--- config.mk ---
export PLATFORM = sky130hd
export DESIGN_NAME = cras_top
export DESIGN_NICKNAME = d
export VERILOG_FILES = /design/src/rtl/cras_pkg.sv /design/src/rtl/cras_lifo.sv /design/src/rtl/cras_top.sv
export SDC_FILE = /design/constraint.sdc
export NUM_CORES = 1
export LEC_CHECK = 0
export ABC_AREA = 1
export BUFFER_PORTS_ARGS = -buffer_cell sky130_fd_sc_hd__buf_4
export CAP_MARGIN = 20
export CORE_UTILIZATION = 56
export DETAILED_ROUTE_END_ITERATION = 12
export MAX_ROUTING_LAYER = met4
export PLACE_DENSITY = 0.79
export SYNTH_ARGS = -nofsm -noshare
export SYNTH_HDL_FRONTEND = slang
export SYNTH_SLANG_ARGS = --single-unit
--- constraint.sdc ---
create_clock -name clk -period 11 [get_ports clk]
set_input_delay 0.55 -clock clk [delete_from_list [all_inputs] [get_ports clk]]
set_output_delay 0.55 -clock clk [all_outputs]
set_load 0.005 [all_outputs]
--- src/rtl/cras_pkg.sv ---
// Shared types and register map for the cryptographic return-address stack.
package cras_pkg;

   typedef enum logic [1:0] {
      IDLE  = 2'd0,
      SPILL = 2'd1,
      FILL  = 2'd2
   } state_e;

   localparam logic [2:0] CFG_CTRL = 3'd0;
   localparam logic [2:0] CFG_KEY0 = 3'd1;
   localparam logic [2:0] CFG_BASE = 3'd5;

endpackage

--- src/rtl/cras_lifo.sv ---
// Circular on-chip return-address buffer: push onto top, pop from top,
// and silently overwrite the oldest entry when pushing into a full buffer.
module cras_lifo #(
   parameter int W     = 32,
   parameter int DEPTH = 8
) (
   input  logic                     clk,
   input  logic                     rst,
   input  logic                     push,
   input  logic                     pop,
   input  logic [W-1:0]             din,
   output logic [W-1:0]             top,
   output logic [W-1:0]             bottom,
   output logic [$clog2(DEPTH):0]   count,
   output logic                     full,
   output logic                     empty
);

   localparam int PW = $clog2(DEPTH);
   localparam int CW = PW + 1;
   localparam logic [CW-1:0] FULL_CNT = CW'(DEPTH);

   logic [W-1:0]  mem [DEPTH];
   logic [PW-1:0] wr_ptr;

   // NOTE: the storage array has no reset; count alone decides which entries are valid.
   always_ff @(posedge clk) begin
      if (push) mem[wr_ptr] <= din;
   end

   always_ff @(posedge clk or posedge rst) begin
      if (rst) begin
         wr_ptr <= '0;
         count  <= '0;
      end else if (pop) begin
         wr_ptr <= wr_ptr - PW'(1);
         count  <= count - CW'(1);
      end else if (push) begin
         wr_ptr <= wr_ptr + PW'(1);
         if (!full) count <= count + CW'(1);
      end
   end

   // Once full, the slot about to be overwritten is the oldest entry.
   assign top    = mem[wr_ptr - PW'(1)];
   assign bottom = mem[wr_ptr];
   assign full   = (count == FULL_CNT);
   assign empty  = (count == '0);

endmodule

--- src/rtl/cras_top.sv ---
// Return-address stack with masked spill/refill of overflow entries to external
// memory and a small MMIO configuration port.
module cras_top
   import cras_pkg::*;
#(
   parameter int W         = 32,
   parameter int NKW       = 4,
   parameter int DEPTH     = 8,
   parameter int MEM_DEPTH = 1024
) (
   input  logic          clk,
   input  logic          rst,
   input  logic [W-1:0]  addr_in,
   input  logic          branch,
   input  logic          ret,
   output logic          rdy,
   output logic          stack_full,
   output logic          stack_empty,
   output logic          stack_mismatch,
   input  logic          mem_rdy,
   input  logic [W-1:0]  mem_dout,
   output logic [W-1:0]  mem_din,
   output logic [W-1:0]  mem_addr,
   output logic          mem_rd,
   output logic          mem_wr,
   input  logic [2:0]    config_addr,
   input  logic [31:0]   config_din,
   input  logic          config_wr,
   output logic          RAS_ena
);

   localparam int SCW = $clog2(MEM_DEPTH + 1);
   localparam int CW  = $clog2(DEPTH) + 1;
   localparam logic [SCW-1:0] SPILL_MAX = SCW'(MEM_DEPTH);
   localparam logic [CW-1:0]  CNT_ONE   = CW'(1);

   state_e         state;
   logic [W-1:0]   key [NKW];
   logic [W-1:0]   base;
   logic [SCW-1:0] spill_cnt;
   logic           rdy_q;

   logic           lf_push, lf_pop, lf_full, lf_empty;
   logic [W-1:0]   lf_din, lf_top, lf_bottom;
   logic [CW-1:0]  lf_count;

   logic           accept, do_pop, do_push;
   logic [W-1:0]   key_cur;

   function automatic logic [W-1:0] key_of(input logic [SCW-1:0] idx);
      key_of = '0;
      for (int i = 0; i < NKW; i++)
         if (int'(idx) % NKW == i) key_of = key[i];
   endfunction

   function automatic logic [W-1:0] slot_addr(input logic [SCW-1:0] idx);
      return base + (W'(idx) << 2);
   endfunction

   // Spill and refill both index the key by the slot number, so masking round-trips.
   assign key_cur = key_of(spill_cnt);

   assign accept  = RAS_ena && (state == IDLE);
   assign do_pop  = accept && ret;
   assign do_push = accept && branch && !ret && !(lf_full && spill_cnt == SPILL_MAX);

   assign lf_pop  = do_pop && !lf_empty;
   assign lf_push = do_push || (state == FILL && mem_rdy);
   assign lf_din  = (state == FILL) ? (mem_dout ^ key_cur) : addr_in;

   cras_lifo #(.W(W), .DEPTH(DEPTH)) u_lifo (
      .clk    (clk),
      .rst    (rst),
      .push   (lf_push),
      .pop    (lf_pop),
      .din    (lf_din),
      .top    (lf_top),
      .bottom (lf_bottom),
      .count  (lf_count),
      .full   (lf_full),
      .empty  (lf_empty)
   );

   // NOTE: every register here is state, so only non-blocking assignments are used.
   always_ff @(posedge clk or posedge rst) begin
      if (rst) begin
         state          <= IDLE;
         spill_cnt      <= '0;
         rdy_q          <= 1'b1;
         stack_mismatch <= 1'b0;
         mem_rd         <= 1'b0;
         mem_wr         <= 1'b0;
         mem_addr       <= '0;
         mem_din        <= '0;
         RAS_ena        <= 1'b1;
         base           <= '0;
         for (int i = 0; i < NKW; i++) key[i] <= '0;
      end else begin
         stack_mismatch <= 1'b0;

         if (config_wr) begin
            if (config_addr == CFG_CTRL) RAS_ena <= config_din[0];
            if (config_addr == CFG_BASE) base <= W'(config_din);
            for (int i = 0; i < NKW; i++)
               if (config_addr == CFG_KEY0 + 3'(i)) key[i] <= W'(config_din);
         end

         case (state)
            IDLE: begin
               if (do_pop) begin
                  if (lf_empty || addr_in != lf_top) stack_mismatch <= 1'b1;
                  // Draining the last on-chip entry pulls the newest spilled one back.
                  if (!lf_empty && lf_count == CNT_ONE && spill_cnt != '0) begin
                     state     <= FILL;
                     rdy_q     <= 1'b0;
                     spill_cnt <= spill_cnt - SCW'(1);
                     mem_rd    <= 1'b1;
                     mem_addr  <= slot_addr(spill_cnt - SCW'(1));
                  end
               end else if (do_push && lf_full) begin
                  state    <= SPILL;
                  rdy_q    <= 1'b0;
                  mem_wr   <= 1'b1;
                  mem_addr <= slot_addr(spill_cnt);
                  mem_din  <= lf_bottom ^ key_cur;
               end
            end
            SPILL: begin
               if (mem_rdy) begin
                  mem_wr    <= 1'b0;
                  spill_cnt <= spill_cnt + SCW'(1);
                  state     <= IDLE;
                  rdy_q     <= 1'b1;
               end
            end
            FILL: begin
               if (mem_rdy) begin
                  mem_rd <= 1'b0;
                  state  <= IDLE;
                  rdy_q  <= 1'b1;
               end
            end
            default: state <= IDLE;
         endcase
      end
   end

   assign rdy         = rdy_q || !RAS_ena;
   assign stack_empty = lf_empty && (spill_cnt == '0);
   assign stack_full  = lf_full && (spill_cnt == SPILL_MAX);

endmodule

==> results of run 1 <==
==> worst max-delay path by stage <==
stage                                    to             start  cells after the start  slack [ns]
after CTS                 u_lifo.mem[2][30]  u_lifo.wr_ptr[0]                      5        6.50
final                     u_lifo.mem[2][30]  u_lifo.wr_ptr[0]                      5        6.31
after floorplan                     base[0]               rst                      1        3.61
after global routing      u_lifo.mem[2][30]  u_lifo.wr_ptr[0]                      5        6.22
after global placement    u_lifo.mem[2][18]  u_lifo.wr_ptr[0]                      5        6.63
after detailed placement  u_lifo.mem[2][16]  u_lifo.wr_ptr[0]                      5        6.49
==> metal layers <==
layer / share of wire [%] / vias to the layer above / GRT usage [%]
met5: 0 / - / -
met4: 6.1 / 0 / 20.62
met3: 10 / 280 / 5.277
met2: 45 / 1302 / 51.62
met1: 38 / 10390 / 44.05
li1: - / 9956 / -
==> layout make-up <==
type | count | area [sq um]
tap | 592 | 740.7
fill | 3572 | 15640
timing repair buffer | 210 | 1609
multi-input combinational | 2010 | 9774
clock inverter | 22 | 264.0
sequential | 505 | 13920
clock buffer | 76 | 1494
inverter | 256 | 968.4
==> kinds of logic after synthesis <==
family          after synthesis
simple gates               1286
compound gates              602
flops                       505
buf+inv                     410
xor+xnor                     95
fa+ha+maj                    27
==> placed cells by master, fill, tap and decap left out, types with 7 or more instances in the layout <==
master	synthesis	layout
a22oi_1	11	11
nor2_2	1	9
nand4_1	10	10
clkbuf_16	0	54
inv_1	244	243
nor3_1	20	20
buf_4	4	207
o21ai_1	27	27
o211ai_1	15	15
a21oi_1	89	89
clkbuf_1	86	16
nand3_2	3	7
nand2_1	797	795
ha_1	26	25
clkinv_2	0	8
or2_2	6	7
xor2_1	54	54
inv_2	10	11
nand3_1	173	169
xnor2_1	39	39
dfrtp_1	247	246
a31oi_1	10	10
o21ai_0	345	345
o22ai_1	91	91
nor2_1	236	228
edfxtp_1	256	256
nand3b_1	22	22
==> registers in the layout, summed over array words and instances (netlist names) <==
register / flops
RAS_ena: 1
base: 32
key: 128
mem_addr: 32
mem_din: 32
mem_rd: 1
mem_wr: 1
rdy_q: 1
spill_cnt: 11
stack_mismatch: 1
state: 2
u_lifo.count: 4
u_lifo.mem: 256
u_lifo.wr_ptr: 3
==> worst max-delay path, delay by kind of cell (launching register included) <==
family / cells / cell delay, ns
flops: 1 / 0.85
buf+inv: 3 / 1.50
simple gates: 2 / 1.80
==> power groups by stage <==
stage	Sequential [mW]	Combinational, mW	Clock [mW]
finish	2.76	3.97	1.82
detailed placement	2.78	3.85	0
floorplan	2.65	2.66	0
CTS	2.75	3.88	1.83
global placement	2.76	3.76	0
global route	2.79	4.33	1.90
==> flow_metrics.tcl, run 1 <==
set metrics [dict create \
    setup_slack_ns 6.309 \
    synthAdderAreaFrac_pct 1.364 \
    gp_congestion 0.9353 \
    crit_path_start_kind "register" \
    setup_tns_ns 0 \
    grt_usage_pct 34.30 \
    power_frac_comb_pct 46.5 \
    layout.cells.non_filler 3671 \
    path_max_fanout 101 \
    maxCapViolCount 0 \
    grt_pass1_vias 20930 \
    yosysSeqAreaShare_pct 55.00 \
    die_height_um 214.6 \
    p_per_area_nw_per_um2 297.1 \
    grt_pass1_wl_mm 117.7 \
    hold_slack_ns 0.1197 \
    antenna_left 0 \
    hpwl_mm 50.37 \
    ys_seq_elements 505 \
    peakVddDrop_uv 255.0 \
    post-route-min-period_ns 4.691 \
    drtPass1Iterations 8 \
    fin_util_pct 64.79 \
    netSwitchingPower_mw 3.757 \
    reg2reg_slack_ns 6.31 \
    drt_iter0_drc 2794 \
    status "finished clean" \
    syn_inst 2925 \
    drc_errors 0 \
    internal-power_mw 4.793 \
    crit_path_end_kind "register" \
    routed_wl_mm 77.15 \
    r2r_cells 5 \
    cp_common_cell "buf_4" \
    power.leakage_nw 12.95 \
    dpl_cell_area_sq_um 26980 \
    finalSetupViolCount 0 \
    crit_chain "inv_2 > buf_4 > nand3_2 > nor2_2 > buf_4" \
    synth-xor-area-share_pct 3.347 \
    clkPwrFrac_pct 21.3 \
    cts_setup_buffers 0 \
    synth_cell_type_count 46 \
    hp-class "primary input to asynchronous set/reset pin" \
    synth_top_family_by_area "simple AND/OR/NAND/NOR gates" \
    ys_async_sr_fraction_pct 49.31 \
    synth_nets 3057 \
    place_inst 3571 \
    clkSinkCount 505 \
    synth_compound_area_share_pct 12.86 \
    rsz0062_at_grt "false" \
    ys.flop_type "edfxtp_1" \
    yosysMostFrequentCell "nand2_1" \
    synthMuxAreaShare_pct 0 \
    max_stage_delay_ns 0.98 \
    final_cell_area_sq_um 28780 \
    fin_skew_ns 0.02942 \
    start_util_pct 56.99 \
    required_ns 11.25 \
    core_sq_um 44410 \
    cts_buffers 52 \
    clk_path_buf_depth 3 \
    maxSlewViolCount 0 \
    die_width_um 214.6 \
    maxSlewHeadroom_pct 22.37 \
    grt_max_degree 126 \
    final_hold_viol_count 0 \
    drive_gt1_share_pct 11.08 \
    clk_latency_ns 0.62 \
    wire_per_inst_um 21.02 \
    io_pins 176 \
    synth_top_area_share_pct 30.37 \
    yosys_warnings 0 \
    post_cts_resized 0 \
    dieArea_sq_um 46050 \
    root_buffer "clkbuf_16" \
    reg2reg_to "u_lifo.mem[2][30]" \
    syn_to_final_growth_pct 13.69 \
    timing.rr.start "u_lifo.wr_ptr[0]" \
    port_buffers 175 \
    netlist_area_sq_um 25310 \
    total_power_mw 8.551 \
    power_frac_seq_pct 32.3 \
    hold_buffers 0 \
    cts_tree "built" \
    antenna_found_initial 1 \
    critPathSlowestCell "nand3_2" \
    finalNetCount 3167 \
    synth_commonest_cells "nand2_1, o21ai_0, edfxtp_1" \
    overflow 0 \
    swShare_pct 43.94 \
    finalCritPeriodShare_pct 42.65 \
    synth_top_area_cell "edfxtp_1" \
    place_ws_ns 6.492 \
    via_per_inst 5.972 \
    crit_arrival_ns 4.94 \
    yosys.area_share.simple_pct 20.86 \
    avgSynthCellArea_sq_um 8.653 \
    diodes 0 \
    synth.area.top_cells "edfxtp_1, dfrtp_1, nand2_1" \
    row_count 77 \
    crit_type "register to register" \
    synth_edf_count 256 \
    clk_pin_slew_ns 0.06 \
    vias 21930 \
    fmax_mhz 213.2 \
    worst_pin_slew_ns 1.163 \
    cts.htree.levels 2 \
]
(Power assumes the default switching activity.)
==> run 2, diff against run 1 <==
Clock period 11 ns to 4.35 ns, I/O delays scaled along.
==> run 2 against run 1 <==
Effect of this change:
- worst hold slack got worse by 0.097 ns
- core utilization rose by 0.72 points
- cell area rose by 1.1%
- clock power rose by 140%
- largest power group unchanged
- sequential share of layout area fell by 0.53 points
- critical path type unchanged
- highest routed layer unchanged
- combinational power rose to 2.6 times the previous value
- global-route usage barely moved
- via count barely moved
- fmax rose by 30%
- wire length fell by 0.25%
==> flow_metrics.tcl, run 2 (same netlist as run 1, synthesis figures left out) <==
set metrics [dict create \
    power_frac_seq_pct 31.6 \
    post-route-min-period_ns 3.601 \
    path_max_fanout 13 \
    internal-power_mw 12.10 \
    top_register "u_lifo.mem" \
    drive_gt1_share_pct 11.44 \
    die_width_um 214.6 \
    maxSlewHeadroom_pct 32.66 \
    rsz0062_at_grt "false" \
    netSwitchingPower_mw 9.479 \
    crit_type "register to register" \
    dr_wl_met2_mm 35.74 \
    maxCapViolCount 0 \
    grt_max_degree 174 \
    wire_per_inst_um 20.77 \
    clk_latency_ns 0.60 \
    fillerInstances 3531 \
    root_buffer "clkbuf_16" \
    wl_met3_mm 8.258 \
    place_ws_ns 0.8621 \
    start_util_pct 56.99 \
    post_cts_resized 0 \
    drt_iter0_drc 2614 \
    fmax_mhz 277.7 \
    core_sq_um 44410 \
    finalSetupViolCount 0 \
    io_pins 176 \
    crit_arrival_ns 4.08 \
    gp_congestion 0.9595 \
    cts.htree.levels 2 \
    routed_wl_mm 76.95 \
    final_common_cell "nand2_1" \
    dieArea_sq_um 46050 \
    fin_skew_ns 0.03252 \
    status "finished clean" \
    hp-class "primary input to register" \
    row_count 77 \
    antenna_found_initial 1 \
    hpwl_mm 50.51 \
    drc_errors 0 \
    via_per_inst 5.920 \
    hold_slack_ns 0.02233 \
    worst_pin_slew_ns 1.010 \
    die_height_um 214.6 \
    required_ns 4.82 \
    place_inst 3592 \
    vias 21930 \
    clkSinkCount 505 \
    syn_to_final_growth_pct 14.96 \
    setup_tns_ns 0 \
    final_cell_mix "nand2_1, o21ai_0, edfxtp_1, dfrtp_1, inv_1" \
    overflow 0 \
    swShare_pct 43.92 \
    antenna_left 0 \
    top_layer "met4" \
    cts_tree "built" \
    p_per_area_nw_per_um2 741.7 \
    crit_path_start_kind "register" \
    diodes 0 \
    reg_top3 "u_lifo.mem: 256 flops, key: 128 flops" \
    power.leakage_nw 13.11 \
    grt_usage_pct 34.33 \
    cts_setup_buffers 0 \
    clk_path_buf_depth 3 \
    layout.cells.non_filler 3705 \
    power_frac_comb_pct 48.2 \
    hold_buffers 20 \
    maxSlewViolCount 0 \
    grt_pass1_vias 21110 \
    setup_slack_ns 0.7485 \
    port_buffers 175 \
    wl_met1_mm 29.00 \
    largest_reg_flops 256 \
    finalNetCount 3206 \
    final_hold_viol_count 0 \
    grt_pass1_wl_mm 118.2 \
    cts_buffers 50 \
    drtPass1Iterations 6 \
    crit_path_end_kind "register" \
    clkPwrFrac_pct 20.1 \
    finalCritPeriodShare_pct 82.79 \
    clk_pin_slew_ns 0.06 \
    peakVddDrop_uv 727.0 \
]
## run 2: cell count changes in the layout (fill, tap and decap cells not counted), moves of 2 or more
cell,delta
nand3_2,-2
dlygate4sd3_1,+20
clkbuf_8,-3
clkinv_1,+3
clkinv_2,+3
inv_8,-2
buf_4,+14
buf_12,+8
clkbuf_16,-3
nand3_1,+2
clkinvlp_2,-2
clkbuf_1,-7
clkinvlp_4,+3
## run 2: power groups by stage
stage	combinational, mW	clock [mW]	sequential (mW)
floorplan	6.72	0	6.70
global placement	9.82	0	6.87
detailed placement	10.1	0	6.89
CTS	10.2	4.38	6.81
global route	11.4	4.56	6.90
finish	10.4	4.35	6.82
## run 2: worst paths after layout
path,depth (start not counted),slack (ns),to,startpoint
setup / recovery,18,0.75,mem_addr[30],state[0]
hold / removal,3,0.02,base[11],config_din[11]
setup reg to reg,18,0.75,mem_addr[30],state[0]
hold reg to reg,2,0.47,mem_addr[0],mem_addr[0]
max in group asynchronous,4,3.13,mem_din[12],rst
min in group asynchronous,4,0.40,mem_addr[20],rst
## run 2: worst max-delay path, stage by stage (launching register included)
cell and delay [ns]:
dfrtp_1 0.41, inv_1 0.10, ha_1 0.23, nand2_1 0.09
nor2_1 0.09, buf_4 0.21, xor2_1 0.20, ha_1 0.23
inv_1 0.07, fa_1 0.43, nand3b_1 0.18, nand2_1 0.14
a21oi_1 0.12, o21bai_1 0.29, nand2_1 0.16, nor2_1 0.24
nand2_1 0.12, nor2_1 0.10, o21ai_0 0.09
## run 2: final cells by class
class | instances | area (sq um) | share of cell area (%)
Sequential cell | 505 | 13920 | 47.86
Multi-Input combinational cell | 2010 | 9762 | 33.55
Timing Repair Buffer | 251 | 2059 | 7.078
Clock buffer | 63 | 1351 | 4.644
Inverter | 256 | 964.7 | 3.316
Tap cell | 592 | 740.7 | 2.546
Clock inverter | 28 | 292.8 | 1.006
## run 2: per-layer routing
metal	vias to the layer above	track usage, %
met5	-	-
met4	0	17.57
met3	245	6.270
met2	1327	53.48
met1	10300	43.08
li1	10060	-
## run 2: per-stage QoR
step	cell area, sq um	util, %	power (mW)
final	29100	65.51	21.58
after floorplan	25310	-	13.42
after global placement	27210	61.27	16.69
after CTS	29060	65.42	21.36
after global routing	29100	65.51	22.82
after detailed placement	27210	61.27	16.98
